## src/rtl/dest_hazard_scoreboard_if.sv

```systemverilog
// ----------------------------------------------------------------------------
// dest_hazard_scoreboard_if
// Purpose : groups the ID-stage request and the hazard/forwarding response of
//           dest_hazard_scoreboard into one bundle.
// Signals :
//   ifid_out  [31:0]   ID-stage instruction (rs=[25:21], rt=[20:16], rd=[15:11])
//   regrt              1: destination = rt, 0: destination = rd
//   wreg_id            ID instruction writes the register file
//   m2reg_id           ID instruction is a load
//   uses_rs/uses_rt    ID instruction reads rs / rt
//   flush              discard the ID instruction
//   dest_id   [RA_W]   selected destination of the ID instruction
//   stall              hold PC and IF/ID, bubble into EX
//   fwda/fwdb [1:0]    operand source: 00 regfile, 01 EX ALU, 10 MEM ALU, 11 MEM load
//   stall_cnt [CNT_W]  saturating count of stall cycles since reset
//   wb_v/wb_dst/wb_ld  WB slot contents, observability only
// Modports: master drives the request and reads the response; slave is the
//           scoreboard side.
// ----------------------------------------------------------------------------
interface dest_hazard_scoreboard_if #(
    parameter int unsigned RA_W  = 5,
    parameter int unsigned CNT_W = 16
);
    logic [31:0]      ifid_out;
    logic             regrt;
    logic             wreg_id;
    logic             m2reg_id;
    logic             uses_rs;
    logic             uses_rt;
    logic             flush;
    logic [RA_W-1:0]  dest_id;
    logic             stall;
    logic [1:0]       fwda;
    logic [1:0]       fwdb;
    logic [CNT_W-1:0] stall_cnt;
    logic             wb_v;
    logic [RA_W-1:0]  wb_dst;
    logic             wb_ld;

    modport master (
        output ifid_out, regrt, wreg_id, m2reg_id, uses_rs, uses_rt, flush,
        input  dest_id, stall, fwda, fwdb, stall_cnt, wb_v, wb_dst, wb_ld
    );

    modport slave (
        input  ifid_out, regrt, wreg_id, m2reg_id, uses_rs, uses_rt, flush,
        output dest_id, stall, fwda, fwdb, stall_cnt, wb_v, wb_dst, wb_ld
    );
endinterface

```

## src/rtl/dest_hazard_scoreboard.sv

```systemverilog
// ----------------------------------------------------------------------------
// dest_hazard_scoreboard
// Purpose : sits beside the ID stage. Selects the destination register of the
//           ID instruction, tracks in-flight register writes through the EX,
//           MEM and WB slots, raises the load-use stall and produces the
//           decode-stage forwarding selects.
// Ports   :
//   clk    pipeline clock, posedge-sampled
//   rst_n  asynchronous active-low reset; clears all slots and the counter
//   hz     dest_hazard_scoreboard_if.slave (request in, hazard response out)
// Field positions in ifid_out fix RA_W at 5.
// ----------------------------------------------------------------------------
module dest_hazard_scoreboard #(
    parameter int unsigned RA_W  = 5,
    parameter int unsigned CNT_W = 16
) (
    input  logic                    clk,
    input  logic                    rst_n,
    dest_hazard_scoreboard_if.slave hz
);
    logic [RA_W-1:0]  w_rs;
    logic [RA_W-1:0]  w_rt;
    logic [RA_W-1:0]  w_rd;
    logic [RA_W-1:0]  w_dest;
    logic             w_ex_alloc;
    logic             w_stall;
    logic [1:0]       w_fwda;
    logic [1:0]       w_fwdb;
    logic             w_unused_instr;

    logic             r_ex_v;
    logic [RA_W-1:0]  r_ex_dst;
    logic             r_ex_ld;
    logic             r_mem_v;
    logic [RA_W-1:0]  r_mem_dst;
    logic             r_mem_ld;
    logic             r_wb_v;
    logic [RA_W-1:0]  r_wb_dst;
    logic             r_wb_ld;
    logic [CNT_W-1:0] r_stall_cnt;

    assign w_rs   = hz.ifid_out[25:21];
    assign w_rt   = hz.ifid_out[20:16];
    assign w_rd   = hz.ifid_out[15:11];
    assign w_dest = hz.regrt ? w_rt : w_rd;

    // Opcode/funct bits are decoded elsewhere.
    assign w_unused_instr = ^{hz.ifid_out[31:26], hz.ifid_out[10:0]};

    // r0 writes are never tracked, so a valid slot always has dst != 0 and
    // r0 can never match a hazard.
    assign w_ex_alloc = hz.wreg_id & (w_dest != '0) & ~w_stall & ~hz.flush;

    // Load in EX feeding an operand: the data only exists after MEM.
    always_comb begin
        w_stall = 1'b0;
        if (r_ex_v && r_ex_ld && !hz.flush) begin
            w_stall = (hz.uses_rs && (r_ex_dst == w_rs)) ||
                      (hz.uses_rt && (r_ex_dst == w_rt));
        end
    end

    // Youngest producer wins. A load in EX skips to the MEM check; that case
    // stalls, so the select is ignored for that cycle. WB needs no path since
    // the register file writes on negedge and is read after.
    function automatic logic [1:0] fwd_sel(
        input logic            uses,
        input logic [RA_W-1:0] src,
        input logic            ex_v,
        input logic [RA_W-1:0] ex_dst,
        input logic            ex_ld,
        input logic            mem_v,
        input logic [RA_W-1:0] mem_dst,
        input logic            mem_ld
    );
        logic [1:0] sel;
        sel = 2'b00;
        if (uses && (src != '0)) begin
            if (ex_v && !ex_ld && (ex_dst == src)) begin
                sel = 2'b01;
            end else if (mem_v && (mem_dst == src)) begin
                sel = mem_ld ? 2'b11 : 2'b10;
            end
        end
        return sel;
    endfunction

    always_comb begin
        w_fwda = fwd_sel(hz.uses_rs, w_rs, r_ex_v, r_ex_dst, r_ex_ld,
                         r_mem_v, r_mem_dst, r_mem_ld);
        w_fwdb = fwd_sel(hz.uses_rt, w_rt, r_ex_v, r_ex_dst, r_ex_ld,
                         r_mem_v, r_mem_dst, r_mem_ld);
    end

    always_ff @(posedge clk or negedge rst_n) begin
        if (!rst_n) begin
            r_ex_v      <= 1'b0;
            r_ex_dst    <= '0;
            r_ex_ld     <= 1'b0;
            r_mem_v     <= 1'b0;
            r_mem_dst   <= '0;
            r_mem_ld    <= 1'b0;
            r_wb_v      <= 1'b0;
            r_wb_dst    <= '0;
            r_wb_ld     <= 1'b0;
            r_stall_cnt <= '0;
        end else begin
            r_ex_v    <= w_ex_alloc;
            r_ex_dst  <= w_dest;
            r_ex_ld   <= hz.m2reg_id;
            r_mem_v   <= r_ex_v;
            r_mem_dst <= r_ex_dst;
            r_mem_ld  <= r_ex_ld;
            r_wb_v    <= r_mem_v;
            r_wb_dst  <= r_mem_dst;
            r_wb_ld   <= r_mem_ld;
            if (w_stall && (r_stall_cnt != '1)) begin
                r_stall_cnt <= r_stall_cnt + 1'b1;
            end
        end
    end

    assign hz.dest_id   = w_dest;
    assign hz.stall     = w_stall;
    assign hz.fwda      = w_fwda;
    assign hz.fwdb      = w_fwdb;
    assign hz.stall_cnt = r_stall_cnt;
    assign hz.wb_v      = r_wb_v;
    assign hz.wb_dst    = r_wb_dst;
    assign hz.wb_ld     = r_wb_ld;
endmodule

```

## src/flat_wrapper.sv

```systemverilog
// flat-port wrapper written by rule: the top's interface ports become plain ports
module dest_hazard_scoreboard_flat 
#(
    parameter int unsigned RA_W  = 5,
    parameter int unsigned CNT_W = 16
)
  (clk, rst_n, hz_ifid_out, hz_regrt, hz_wreg_id, hz_m2reg_id, hz_uses_rs, hz_uses_rt, hz_flush, hz_dest_id, hz_stall, hz_fwda, hz_fwdb, hz_stall_cnt, hz_wb_v, hz_wb_dst, hz_wb_ld);
  dest_hazard_scoreboard_if #(.RA_W(RA_W), .CNT_W(CNT_W)) hz_i ();
  input  logic clk;
  input  logic rst_n;
  input wire logic [$bits(hz_i.ifid_out)-1:0] hz_ifid_out;
  input wire logic [$bits(hz_i.regrt)-1:0] hz_regrt;
  input wire logic [$bits(hz_i.wreg_id)-1:0] hz_wreg_id;
  input wire logic [$bits(hz_i.m2reg_id)-1:0] hz_m2reg_id;
  input wire logic [$bits(hz_i.uses_rs)-1:0] hz_uses_rs;
  input wire logic [$bits(hz_i.uses_rt)-1:0] hz_uses_rt;
  input wire logic [$bits(hz_i.flush)-1:0] hz_flush;
  output wire logic [$bits(hz_i.dest_id)-1:0] hz_dest_id;
  output wire logic [$bits(hz_i.stall)-1:0] hz_stall;
  output wire logic [$bits(hz_i.fwda)-1:0] hz_fwda;
  output wire logic [$bits(hz_i.fwdb)-1:0] hz_fwdb;
  output wire logic [$bits(hz_i.stall_cnt)-1:0] hz_stall_cnt;
  output wire logic [$bits(hz_i.wb_v)-1:0] hz_wb_v;
  output wire logic [$bits(hz_i.wb_dst)-1:0] hz_wb_dst;
  output wire logic [$bits(hz_i.wb_ld)-1:0] hz_wb_ld;
  assign hz_i.ifid_out = hz_ifid_out;
  assign hz_i.regrt = hz_regrt;
  assign hz_i.wreg_id = hz_wreg_id;
  assign hz_i.m2reg_id = hz_m2reg_id;
  assign hz_i.uses_rs = hz_uses_rs;
  assign hz_i.uses_rt = hz_uses_rt;
  assign hz_i.flush = hz_flush;
  assign hz_dest_id = hz_i.dest_id;
  assign hz_stall = hz_i.stall;
  assign hz_fwda = hz_i.fwda;
  assign hz_fwdb = hz_i.fwdb;
  assign hz_stall_cnt = hz_i.stall_cnt;
  assign hz_wb_v = hz_i.wb_v;
  assign hz_wb_dst = hz_i.wb_dst;
  assign hz_wb_ld = hz_i.wb_ld;
  dest_hazard_scoreboard #(.RA_W(RA_W), .CNT_W(CNT_W)) u_core (.clk(clk), .rst_n(rst_n), .hz(hz_i));
endmodule
```

## config.mk

```make
export PLATFORM = sky130hd
export DESIGN_NAME = dest_hazard_scoreboard_flat
export DESIGN_NICKNAME = d
export VERILOG_FILES = /design/src/rtl/dest_hazard_scoreboard_if.sv /design/src/rtl/dest_hazard_scoreboard.sv /design/src/flat_wrapper.sv
export SDC_FILE = /design/constraint.sdc
export NUM_CORES = 1
export LEC_CHECK = 0
export ABC_AREA = 1
export ABC_CLOCK_PERIOD_IN_PS = 1900
export BUFFER_PORTS_ARGS = -buffer_cell sky130_fd_sc_hd__buf_2
export CORE_AREA = 2 2 75 77
export CTS_BUF_LIST = sky130_fd_sc_hd__clkbuf_16
export DETAILED_ROUTE_END_ITERATION = 7
export DIE_AREA = 0 0 77 79
export GPL_TIMING_DRIVEN = 0
export HOLD_SLACK_MARGIN = 0.03
export PLACE_DENSITY = 0.65
export SYNTH_ARGS = -nofsm -noshare
export SYNTH_HDL_FRONTEND = slang
export SYNTH_SLANG_ARGS = --single-unit
```

## constraint.sdc

```tcl
create_clock -name clk -period 1.9 [get_ports clk]
set_input_delay 0.095 -clock clk [delete_from_list [all_inputs] [get_ports clk]]
set_output_delay 0.095 -clock clk [all_outputs]
set_load 0.005 [all_outputs]
```

==> impl_table.tex <==
\begin{tabular}{lr}
\hline
Metric & Value \\
\hline
\multicolumn{2}{l}{\textbf{Outcome}} \\
\quad Result of the run & finished clean \\
\multicolumn{2}{l}{\textbf{Die}} \\
\quad I/O pin count & 73 \\
\quad Core Rows & 27 \\
\quad Horizontal die dimension & between 70 and 80 µm \\
\quad Floorplan die area & between 0.006 and 0.007 mm² \\
\quad Effective utilization at floorplan & 38.6\% \\
\quad Core Box Area & 0.00534 mm² \\
\quad Vert. Die Dim & 79 µm \\
\multicolumn{2}{l}{\textbf{Global route}} \\
\quad Grt total ovfl & 0 \\
\quad Via count of the first global-routing pass & 1,753 \\
\quad Number of antenna violations at the first check in global routing & 0 \\
\quad Maximum number of pins on one net before global-route repair & 38 \\
\quad First-pass GRT wire length & around 8.1 mm \\
\quad Total Routing Usage GR & 16.8\% \\
\multicolumn{2}{l}{\textbf{Setup path}} \\
\quad Critical Path Max Stage Delay & around 0.4 ns \\
\quad Element type at the critical path end & register \\
\quad Data arrival, critical path & 1.93 ns \\
\quad Crit start category & register \\
\quad Buffers plus inverters on the worst setup path & 1 \\
\quad Crit path depth & 7 \\
\quad Endpoint of the lowest-slack register-to-register path & u\_core.hz.stall\_cnt[15] \\
\quad Capturing element of the worst setup path & u\_core.hz.stall\_cnt[15] \\
\quad Kind of critical path & register to register \\
\quad Launch point of the critical path & u\_core.hz.stall\_cnt[0] \\
\quad Register-to-register path setup slack & about 0.13 ns \\
\quad Worst path top cell family by delay & simple AND/OR/NAND/NOR gates \\
\quad Cells on worst reg2reg path & 7 \\
\quad Endpoint required time on the critical path & roughly 2.1 ns \\
\quad Highest-delay cell along the critical path & sky130\_fd\_sc\_hd\_\_dfrtp\_2 \\
\quad Cell chain of the critical path & ha\_1 -> nand3\_2 -> nor2\_4 -> nand4\_4 -> clkbuf\_4 -> nand4\_1 -> nand2\_1 \\
\quad FF-to-FF Start & u\_core.hz.stall\_cnt[0] \\
\quad Worst Path Max Fanout & 10 \\
\multicolumn{2}{l}{\textbf{Logic synthesis}} \\
\quad Number of cells produced by synthesis & 266 \\
\quad Mapped cell area & about 0.0021 mm² \\
\quad FF+latch count, synth & 37 \\
\quad Ys Warns & 0 \\
\quad Synthesized area per cell & 7.75 µm² \\
\quad Synthesized net count & 307 \\
\quad Sequential share of the synthesized area & 44.9\% \\
\quad Count of unique library cells instantiated by Yosys & 26 \\
\multicolumn{2}{l}{\textbf{Final layout}} \\
\quad Net count reported at finish & 372 \\
\quad Footprint of the multi-input gates & 1000 µm² \\
\quad Sequential cell area in the final layout & 928 µm² \\
\quad Number of antenna cells inserted & 0 \\
\quad Area delta synth->final & 27.6\% \\
\quad Fillers & 564 \\
\quad Most common cell after layout, fill and taps aside & sky130\_fd\_sc\_hd\_\_nand2\_1 \\
\quad Fraction of layout cells with a size suffix above 1 & 23.5\% \\
\quad Most frequent cells in the layout & sky130\_fd\_sc\_hd\_\_nand2\_1, sky130\_fd\_sc\_hd\_\_buf\_2, sky130\_fd\_sc\_hd\_\_dfrtp\_1 \\
\multicolumn{2}{l}{\textbf{Clock tree}} \\
\quad Total CTS buffers & 5 \\
\quad Later-pin clock latency in the skew report & 0.27 ns \\
\quad H-tree lvl count & 2 \\
\quad TritonCTS sink count & 37 \\
\quad Clock transition time at the flip-flop clock pins of the worst setup and hold paths & roughly 0.06 ns \\
\quad TritonCTS clock tree & yes \\
\quad Clk buf depth & 2 \\
\quad Clock tree root driver cell & sky130\_fd\_sc\_hd\_\_clkbuf\_16 \\
\multicolumn{2}{l}{\textbf{Timing}} \\
\quad Fin. max-slew vios & 0 \\
\quad Share of the cycle needed by the critical path after routing & between 90 and 100\% \\
\quad Worst-case headroom to the max-slew limit & around 47\% \\
\quad Post-route setup slack & 0.133 ns \\
\quad Clock tree skew after final layout & 0.00272 ns \\
\quad Unrepaired setup endpoints after global routing & false \\
\quad Crit path time final & 1.77 ns \\
\quad Hold Slack & 0.0611 ns \\
\quad Setup violation total in the final timing report & 0 \\
\quad Final Hold Vio Count & 0 \\
\quad Measured slew at the worst slew-check pin & 0.799 ns \\
\quad Final setup TNS & 0 ns \\
\quad Achievable Freq & 0.566 GHz \\
\multicolumn{2}{l}{\textbf{Job}} \\
\quad Max cap viols & 0 \\
\multicolumn{2}{l}{\textbf{Drt}} \\
\quad Post-route DRC & 0 \\
\quad 1st-pass router iterations & 4 \\
\quad Number of vias after detailed routing & 1,910 \\
\quad Wire length on met2 & 2.19 mm \\
\quad Average via count per standard cell & between 4 and 5 \\
\quad Wire per inst & about 12 µm \\
\quad Drt first-iter violations & 119 \\
\quad Detailed-route wire length & 4.75 mm \\
\quad Uppermost signal routing layer after detailed routing & met4 \\
\quad Routed length on met1 & 2.34 mm \\
\quad Post-detailed-route count of antenna-violating nets & 0 \\
\quad Sum of met3 wire segment lengths after detailed routing & about 140 µm \\
\multicolumn{2}{l}{\textbf{Power and ir drop}} \\
\quad Power share of the clock group & 46.9\% \\
\quad Proportion of power drawn by flip-flops and latches & 43.7\% \\
\quad Combinational share of power & 9.5\% \\
\quad Internal power contribution & 1520 µW \\
\quad Switching Power & 449 µW \\
\quad Worst vdd rail ir drop & 0.000440 V \\
\quad Pleak & 0.00140 µW \\
\quad Switching share of power & around 23\% \\
\quad Power density normalized to cell area & 747 mW/mm² \\
\quad Overall power of the completed layout & 1960 µW \\
\multicolumn{2}{l}{\textbf{Placement}} \\
\quad Routability congestion estimate & 0.848 \\
\quad Dpl ws & 0.0868 ns \\
\quad HPWL reported at the end of detailed placement & 3.63 mm \\
\quad Count of input and output buffers & 54 \\
\multicolumn{2}{l}{\textbf{Hold path}} \\
\quad Type of the most critical hold path & input pin to register \\
\hline
\end{tabular}
worst register-to-register path: stages, from the launching register on:
cell	delay (ns)
sky130_fd_sc_hd__dfrtp_2	0.41
sky130_fd_sc_hd__ha_1	0.24
sky130_fd_sc_hd__nand3_2	0.15
sky130_fd_sc_hd__nor2_4	0.23
sky130_fd_sc_hd__nand4_4	0.20
sky130_fd_sc_hd__clkbuf_4	0.25
sky130_fd_sc_hd__nand4_1	0.11
sky130_fd_sc_hd__nand2_1	0.06
layout make-up:
| cell class | instances | area share [%] |
|---|---|---|
| multi-input combinational | 195 | 38.0 |
| sequential | 37 | 35.3 |
| timing repair buffer | 58 | 11.6 |
| clock buffer | 5 | 4.76 |
| inverter | 29 | 4.14 |
| tap | 72 | 3.42 |
| clock inverter | 3 | 1.57 |
| buffer | 5 | 1.24 |
cells in the mapped netlist:
cell type / instances / area (µm²)
sky130_fd_sc_hd__nor3_1: 3 / 15.0
sky130_fd_sc_hd__xor2_1: 9 / 78.8
sky130_fd_sc_hd__nand4_4: 1 / 21.3
sky130_fd_sc_hd__buf_2: 3 / 15.0
sky130_fd_sc_hd__nand2_1: 82 / 308
sky130_fd_sc_hd__nand3b_1: 1 / 7.51
sky130_fd_sc_hd__inv_1: 29 / 109
sky130_fd_sc_hd__nor2_2: 1 / 6.26
sky130_fd_sc_hd__a211oi_1: 1 / 7.51
sky130_fd_sc_hd__o21ai_0: 8 / 40.0
sky130_fd_sc_hd__or2_2: 2 / 12.5
sky130_fd_sc_hd__ha_1: 1 / 12.5
sky130_fd_sc_hd__a21boi_0: 1 / 7.51
sky130_fd_sc_hd__nand3_4: 1 / 17.5
sky130_fd_sc_hd__nand3_1: 15 / 75.1
sky130_fd_sc_hd__o21a_1: 1 / 7.51
sky130_fd_sc_hd__buf_6: 1 / 11.3
sky130_fd_sc_hd__a21oi_1: 5 / 25.0
sky130_fd_sc_hd__nand4_1: 23 / 144
sky130_fd_sc_hd__nand2_2: 1 / 6.26
sky130_fd_sc_hd__xnor2_1: 9 / 78.8
sky130_fd_sc_hd__nor2_4: 1 / 11.3
sky130_fd_sc_hd__nand3_2: 1 / 10.0
sky130_fd_sc_hd__clkbuf_1: 1 / 3.75
sky130_fd_sc_hd__dfrtp_1: 37 / 926
sky130_fd_sc_hd__nor2_1: 28 / 105
registers in the layout, indices dropped and copies added, names as in the netlist:
register	flops
u_core.r_ex_v	1
u_core.r_ex_ld	1
u_core.r_mem_v	1
u_core.r_mem_ld	1
u_core.hz.wb_ld	1
u_core.r_mem_dst	5
u_core.hz.wb_v	1
u_core.hz.stall_cnt	16
u_core.r_ex_dst	5
u_core.hz.wb_dst	5
worst min path at each step:
stage / startpoint / depth (start not counted) / to
global route: hz_wreg_id / 3 / u_core.r_ex_v
CTS: hz_wreg_id / 3 / u_core.r_ex_v
detailed placement: hz_m2reg_id / 1 / u_core.r_ex_ld
global placement: hz_m2reg_id / 1 / u_core.r_ex_ld
floorplan: rst_n / 0 / u_core.hz.stall_cnt[0]
finish: hz_wreg_id / 3 / u_core.r_ex_v
power by group through the flow:
| stage | logic (µW) | registers, µW | clock network (µW) |
|---|---|---|---|
| floorplan | 96.6 | 864 | 0 |
| global placement | 182 | 871 | 0 |
| detailed placement | 185 | 872 | 0 |
| CTS | 189 | 858 | 942 |
| global route | 216 | 865 | 992 |
| finish | 186 | 858 | 921 |
logic make-up after synthesis:
logic type / Yosys count / synth area share (%)
simple gates: 160 / 35.9
fa+ha+maj: 1 / 0.607
buf+inv: 34 / 6.73
xor+xnor: 18 / 7.65
flops: 37 / 44.9
compound gates: 16 / 4.25
timing repair:
item / in CTS / in global routing
resized for setup: 1 / 4
hold buffers: 2 / 0
endpoints found under the hold margin: 38 / 0
setup endpoints to repair: 1 / 14
setup buffers: 0 / 2
pin swaps: 0 / 1
per-layer routing:
| metal | GRT usage [%] | vias to the layer above |
|---|---|---|
| li1 | - | 993 |
| met1 | 22.5 | 880 |
| met2 | 27.1 | 31 |
| met3 | 3.41 | 6 |
| met4 | 6.25 | 0 |
| met5 | 0 | - |
metrics by stage:
stage          cells  instance area, µm²  utilization (%)
3_3_place_gp     392                2420             45.4
3_5_place_dp     392                2420             45.4
2_1_floorplan    266                2060                -
6_report         404                2630             49.3
5_1_grt          404                2630             49.3
4_1_cts          402                2610             48.9
Power figures use the tool's default switching activity.
